[config.mk]
export PLATFORM = sky130hd
export DESIGN_NAME = l0_feeder
export DESIGN_NICKNAME = d
export VERILOG_FILES = /design/src/rtl/l0_feeder_pkg.sv /design/src/rtl/l0_feeder_skid.sv /design/src/rtl/l0_feeder.sv
export SDC_FILE = /design/constraint.sdc
export NUM_CORES = 1
export LEC_CHECK = 0
export CORE_MARGIN = 4
export CORE_UTILIZATION = 51
export DETAILED_ROUTE_END_ITERATION = 8
export GPL_ROUTABILITY_DRIVEN = 0
export HOLD_SLACK_MARGIN = 0.06
export PLACE_DENSITY = 0.8
export SYNTH_ARGS = -nofsm -noshare
export SYNTH_HDL_FRONTEND = slang
export SYNTH_SLANG_ARGS = --single-unit
[constraint.sdc]
create_clock -name clk -period 3.45 [get_ports clk]
set_input_delay 0.69 -clock clk [delete_from_list [all_inputs] [get_ports clk]]
set_output_delay 0.69 -clock clk [all_outputs]
set_load 0.05 [all_outputs]
[src/rtl/l0_feeder_pkg.sv]
// l0_feeder_pkg: shared types and constants for the L0 feeder block.
// The FSM state encoding, the SRAM read latency and the stall counter
// width live here so that the top and any checker agree on them.
package l0_feeder_pkg;

   typedef enum logic [2:0] {
      IDLE  = 3'd0,
      FILL  = 3'd1,
      FLUSH = 3'd2,
      DRAIN = 3'd3,
      DONE  = 3'd4
   } state_t;

   // SRAM read data appears this many cycles after cen=0. The 1-entry skid
   // is sized for exactly one vector in flight, so this must stay at 1.
   localparam int RD_LAT = 1;

   // Width of the optional back-pressure stall counter.
   localparam int STALL_W = 16;

   // Saturating increment used by the stall counter.
   function automatic logic [STALL_W-1:0] sat_inc(input logic [STALL_W-1:0] value);
      logic [STALL_W-1:0] result;
      if (value == {STALL_W{1'b1}}) begin
         result = value;
      end else begin
         result = value + {{(STALL_W-1){1'b0}}, 1'b1};
      end
      return result;
   endfunction

endpackage

[src/rtl/l0_feeder_skid.sv]
// l0_feeder_skid: one-entry holding register with a valid flag.
// Catches the SRAM vector that returns while L0 is full so it is neither
// lost nor re-read. A load wins over an unload in the same cycle, which
// lets the entry be replaced while its old contents drain.
module l0_feeder_skid #(
   parameter int width = 32
) (
   input  logic             clk,
   input  logic             reset,
   input  logic             load,
   input  logic             unload,
   input  logic [width-1:0] din,
   output logic             valid,
   output logic [width-1:0] dout
);

   logic             valid_r;
   logic [width-1:0] data_r;

   // Hold one vector until L0 has room for it.
   always_ff @(posedge clk or posedge reset) begin
      if (reset) begin
         valid_r <= 1'b0;
         data_r  <= {width{1'b0}};
      end else if (load) begin
         valid_r <= 1'b1;
         data_r  <= din;
      end else if (unload) begin
         valid_r <= 1'b0;
         data_r  <= data_r;
      end else begin
         valid_r <= valid_r;
         data_r  <= data_r;
      end
   end

   assign valid = valid_r;
   assign dout  = data_r;

endmodule

[src/rtl/l0_feeder.sv]
// l0_feeder: streams num_vec vectors from the X-SRAM into the L0 FIFO bank,
// then issues num_vec L0 read strobes to launch the drain into the MAC array.
// Handles SRAM address generation (modulo 2^addr_w), the one-cycle SRAM read
// latency and L0 full back-pressure through a one-entry skid register.
// Optional feature: define L0_FEEDER_STALL_CNT_EN to add the stall_cnt output,
// counting FILL/FLUSH cycles that saw l0_full (saturating, cleared on start).
// Timing without back-pressure: reads start the cycle after start, each write
// follows its read by one cycle, one idle cycle separates the last write from
// the first L0 read strobe, and done arrives 2*num_vec+4 cycles after start.
module l0_feeder
   import l0_feeder_pkg::*;
#(
   parameter int row    = 8,
   parameter int bw     = 4,
   parameter int addr_w = 11,
   parameter int cnt_w  = 11
) (
   input  logic                clk,
   input  logic                reset,
   input  logic                start,
   input  logic [addr_w-1:0]   base_addr,
   input  logic [cnt_w-1:0]    num_vec,
   output logic                sram_cen,
   output logic                sram_wen,
   output logic [addr_w-1:0]   sram_addr,
   input  logic [row*bw-1:0]   sram_q,
   output logic [row*bw-1:0]   l0_in,
   output logic                l0_wr,
   output logic                l0_rd,
   input  logic                l0_full,
   output logic                busy,
   output logic                done
`ifdef L0_FEEDER_STALL_CNT_EN
   ,
   output logic [STALL_W-1:0]  stall_cnt
`endif
);

   localparam int dw = row * bw;
   localparam logic [cnt_w-1:0]  cnt_one  = {{(cnt_w-1){1'b0}}, 1'b1};
   localparam logic [addr_w-1:0] addr_one = {{(addr_w-1){1'b0}}, 1'b1};

   state_t              state_r;
   state_t              state_nxt;
   logic [cnt_w-1:0]    num_r;
   logic [cnt_w-1:0]    issued_r;
   logic [cnt_w-1:0]    written_r;
   logic [cnt_w-1:0]    drained_r;
   logic [addr_w-1:0]   addr_r;
   logic [RD_LAT-1:0]   pend_r;

   logic                accept;
   logic                issue;
   logic                drain_rd;
   logic                data_vld;
   logic                skid_load;
   logic                skid_unload;
   logic                skid_valid;
   logic [dw-1:0]       skid_data;

   assign accept   = (state_r == IDLE) && start;
   assign data_vld = pend_r[RD_LAT-1];

   // FSM state register.
   always_ff @(posedge clk or posedge reset) begin
      if (reset) begin
         state_r <= IDLE;
      end else begin
         state_r <= state_nxt;
      end
   end

   // Next-state logic plus the per-cycle read-issue and drain-strobe decisions.
   always_comb begin
      state_nxt = state_r;
      issue     = 1'b0;
      drain_rd  = 1'b0;
      case (state_r)
         IDLE: begin
            if (start) begin
               if (num_vec != {cnt_w{1'b0}}) begin
                  state_nxt = FILL;
               end else begin
                  state_nxt = DONE;
               end
            end else begin
               state_nxt = IDLE;
            end
         end
         FILL: begin
            // A new read only goes out when the returning vector is
            // guaranteed a home: L0 not full and the skid empty.
            if (issued_r == num_r) begin
               state_nxt = FLUSH;
            end else if (!l0_full && !skid_valid) begin
               issue = 1'b1;
            end else begin
               issue = 1'b0;
            end
         end
         FLUSH: begin
            // written==num means nothing is in flight and the skid is empty.
            if (written_r == num_r) begin
               state_nxt = DRAIN;
            end else begin
               state_nxt = FLUSH;
            end
         end
         DRAIN: begin
            if (drained_r == num_r) begin
               state_nxt = DONE;
            end else begin
               drain_rd = 1'b1;
            end
         end
         DONE: begin
            state_nxt = IDLE;
         end
         default: begin
            state_nxt = IDLE;
         end
      endcase
   end

   // Transfer bookkeeping: sampled length, address pointer and progress counters.
   always_ff @(posedge clk or posedge reset) begin
      if (reset) begin
         num_r     <= {cnt_w{1'b0}};
         issued_r  <= {cnt_w{1'b0}};
         written_r <= {cnt_w{1'b0}};
         drained_r <= {cnt_w{1'b0}};
         addr_r    <= {addr_w{1'b0}};
      end else if (accept) begin
         num_r     <= num_vec;
         issued_r  <= {cnt_w{1'b0}};
         written_r <= {cnt_w{1'b0}};
         drained_r <= {cnt_w{1'b0}};
         addr_r    <= base_addr;
      end else begin
         if (issue) begin
            issued_r <= issued_r + cnt_one;
            addr_r   <= addr_r + addr_one;
         end else begin
            issued_r <= issued_r;
            addr_r   <= addr_r;
         end
         if (l0_wr) begin
            written_r <= written_r + cnt_one;
         end else begin
            written_r <= written_r;
         end
         if (drain_rd) begin
            drained_r <= drained_r + cnt_one;
         end else begin
            drained_r <= drained_r;
         end
      end
   end

   // Track which cycle's SRAM output carries data we asked for.
   always_ff @(posedge clk or posedge reset) begin
      if (reset) begin
         pend_r <= {RD_LAT{1'b0}};
      end else begin
         pend_r[0] <= issue;
         for (int i = 1; i < RD_LAT; i++) begin
            pend_r[i] <= pend_r[i-1];
         end
      end
   end

   // Route returning data to L0, or park it in the skid while L0 is full.
   always_comb begin
      l0_wr       = 1'b0;
      l0_in       = {dw{1'b0}};
      skid_load   = 1'b0;
      skid_unload = 1'b0;
      if (skid_valid) begin
         // The parked vector is older than anything on sram_q, so it goes first.
         if (!l0_full) begin
            l0_wr       = 1'b1;
            l0_in       = skid_data;
            skid_unload = 1'b1;
            skid_load   = data_vld;
         end else begin
            skid_load = 1'b0;
         end
      end else if (data_vld) begin
         if (!l0_full) begin
            l0_wr = 1'b1;
            l0_in = sram_q;
         end else begin
            skid_load = 1'b1;
         end
      end else begin
         l0_wr = 1'b0;
      end
   end

   l0_feeder_skid #(
      .width (dw)
   ) u_skid (
      .clk    (clk),
      .reset  (reset),
      .load   (skid_load),
      .unload (skid_unload),
      .din    (sram_q),
      .valid  (skid_valid),
      .dout   (skid_data)
   );

   assign sram_cen  = ~issue;
   assign sram_wen  = 1'b1;
   assign sram_addr = addr_r;
   assign l0_rd     = drain_rd;
   assign busy      = (state_r != IDLE);
   assign done      = (state_r == DONE);

`ifdef L0_FEEDER_STALL_CNT_EN
   logic [STALL_W-1:0] stall_r;

   // Count back-pressured cycles seen while moving data into L0.
   always_ff @(posedge clk or posedge reset) begin
      if (reset) begin
         stall_r <= {STALL_W{1'b0}};
      end else if (accept) begin
         stall_r <= {STALL_W{1'b0}};
      end else if (((state_r == FILL) || (state_r == FLUSH)) && l0_full) begin
         stall_r <= sat_inc(stall_r);
      end else begin
         stall_r <= stall_r;
      end
   end

   assign stall_cnt = stall_r;
`endif

endmodule

==> impl_metrics.json <==
{
  "vias": 4074,
  "ctsRootBufferMaster": "clkbuf_8",
  "grt_pass1_wl_um": 20000,
  "slew_headroom": 0.632,
  "rsz0062_at_grt": "false",
  "antenna_cells": 0,
  "synth_top_area_share": 0.471,
  "grt_max_degree": 63,
  "final_nets": 642,
  "crit_path_top_delay_cell": "clkdlybuf4s50_1",
  "dp_hpwl_um": 8890,
  "finalSetupViolations": 0,
  "worstPathRequired_ns": 2.76,
  "coreArea_sq_um": 9280,
  "yosys_warnings": 0,
  "grt_use_total": 0.219,
  "worst_slew_pin_slew_ns": 0.551,
  "die_x_um": 106,
  "synth.area.top_cells": "dfrtp_1 47%, mux2_2 7.4%, a22o_1 5.7%",
  "drcViolationCount": 0,
  "io_pins": 107,
  "yosysSeqAreaShare": 0.471,
  "tns_ns": 0,
  "synth_area_per_cell_sq_um": 10.1,
  "min_from": "u_skid.dout[23]",
  "rows": 35,
  "hold_class": "flop to flop",
  "tritoncts": "built",
  "worst_setup_path_start_kind": "flop",
  "overflow": 0,
  "start_util": 0.527,
  "period_minus_slack_ns": 3.36,
  "placed_area_sq_um": 6380,
  "yosysMostFrequentCell": "dfrtp_1",
  "cp.arrival_ns": 2.67,
  "fmaxAchievable_mhz": 298,
  "fin_skew_ns": 0.0157,
  "synth_top_cells_by_count": "92 x dfrtp_1, 66 x nand2_1, 32 x a22o_1, 32 x mux2_2, 29 x xor2_1",
  "p_leak_nw": 2.87,
  "fillers": 698,
  "crit_chain": "xor2_1 > nor4_1 > and4_1 > nor2_4 > clkdlybuf4s50_1",
  "postCtsSetupBuffers": 0,
  "cpPeakStageDelay_ns": 0.71,
  "ir_drop_v": 0.000348,
  "die_height_um": 106,
  "synth.largest_area_cell": "dfrtp_1",
  "cap_violations": 0,
  "crit_start": "drained_r[3]",
  "synth_seq_cells": 92,
  "drive_above_1_share": 0.171,
  "cts_hold_buf": 0,
  "grt_pass1_vias": 4128,
  "async_flop_share": 1.00,
  "clk_latency_ns": 0.36,
  "area_growth_pct": 34.3,
  "drt_iter0_drc": 369,
  "synth_area_sq_um": 4890,
  "wl_um": 12000,
  "drt-vias-per-instance": 5.71,
  "cts-resized-gates": 0,
  "cts_buffers": 9,
  "grt_antenna_before_repair": 0,
  "firstDrtPassIters": 4,
  "cts_buffer_depth": 2,
  "final_antenna_net_count": 0,
  "syn-num-nets": 546,
  "cellPowerDensity_nw_per_um2": 821,
  "cp_max_fo": 10,
  "drt-wirelength-per-cell_um": 16.8,
  "path_clk_slew_ns": 0.10,
  "multi_input_area_sq_um": 2450,
  "yosys.cell_types.count": 50,
  "timing.final.max_slew_violations": 0,
  "io_buffers": 105,
  "status": "finished clean",
  "final-seq-area_sq_um": 2300,
  "critPathKind": "flop to output pin",
  "fin_crit_sh": 0.973,
  "endpoint_kind": "output pin",
  "dieArea_sq_um": 11200,
  "hold_viol_final": 0,
  "synth-edff-count": 0,
  "rr_startpoint": "num_r[1]",
  "cts_num_sinks": 92,
  "fin_area_sq_um": 6570,
  "netlist_instances": 484,
  "ctsHtreeMaxLevel": 3,
  "synth_ff_type": "dfrtp_1"
}
routing by layer:
layer  global-route usage  share of wire  up-vias  wire length [um]
met5                    0              0        -                 0
met4               0.0694          0.018        0               214
met3               0.0340          0.063       20               753
met2                0.372           0.48      159              5810
met1                0.290           0.44     1969              5250
li1                     -              -     1926                 -
through the flow:
step                      utilization  hold slack (ns)  total power, mW  instances  setup WS (ns)
final                           0.707            0.515             5.39        714         0.0948
after global routing            0.707            0.529             5.69        714        0.00342
after CTS                       0.707            0.516             5.41        714          0.132
after detailed placement        0.687            0.493             4.73        698          0.482
after global placement          0.687            0.486             4.63        698          0.527
after floorplan                     -            0.466             3.60        484          0.368
critical path: cells and delay by family, from the launching register on:
family | cells | cell delay (ns)
xor+xnor | 1 | 0.18
flops | 1 | 0.48
buf+inv | 1 | 0.71
simple gates | 3 | 0.92
registers in the layout, summed over array words and instances (netlist names):
| signal | flops |
|---|---|
| data_vld | 1 |
| u_skid.dout | 32 |
| drained_r | 11 |
| written_r | 11 |
| u_skid.valid | 1 |
| num_r | 11 |
| state_r | 3 |
| sram_addr | 11 |
| issued_r | 11 |
area by class of cell:
| cell class | instances | area share |
|---|---|---|
| flip-flops and latches | 92 | 0.351 |
| inverters | 7 | 0.00419 |
| well taps | 129 | 0.0246 |
| clock buffers | 10 | 0.0194 |
| clock inverters | 6 | 0.00857 |
| multi-input cells | 358 | 0.373 |
| repair buffers | 112 | 0.220 |
cell usage in the layout, fill, tap and decap left out, types with 7 or more instances in the layout:
master	count
a21oi_1	13
nand2_1	66
xor2_1	29
clkdlybuf4s50_1	71
mux2_2	32
buf_4	7
o21ai_0	11
nor4_1	9
nor3_1	10
a22o_1	32
and3_1	7
nand3_1	16
xnor2_1	15
nor2_1	27
clkbuf_8	9
mux2i_1	12
or3_1	10
buf_12	34
nand4_1	14
dfrtp_1	92
a31oi_1	9
cell families after synthesis:
family / Yosys count / share of synthesized area
simple gates: 186 / 0.194
flops: 92 / 0.471
compound gates: 78 / 0.115
xor+xnor: 44 / 0.0788
mux: 44 / 0.0983
buf+inv: 34 / 0.0299
fa+ha+maj: 5 / 0.0123
other cells: 1 / 0.000767
final timing paths:
check / end / slack [ns] / cells past startpoint
setup / recovery: l0_rd / 0.09 / 5
hold / removal: u_skid.dout[23] / 0.51 / 1
setup reg to reg: issued_r[3] / 1.08 / 6
hold reg to reg: u_skid.dout[23] / 0.51 / 1
max in group asynchronous: u_skid.dout[20] / 2.07 / 3
min in group asynchronous: u_skid.dout[17] / 0.67 / 2
report_power, final:
part / switching (mW) / internal (mW)
sequential: 0.399 / 1.46
clock: 0.400 / 0.277
combinational: 1.57 / 1.28
Note: power is estimated with default switching activity, not from simulation.
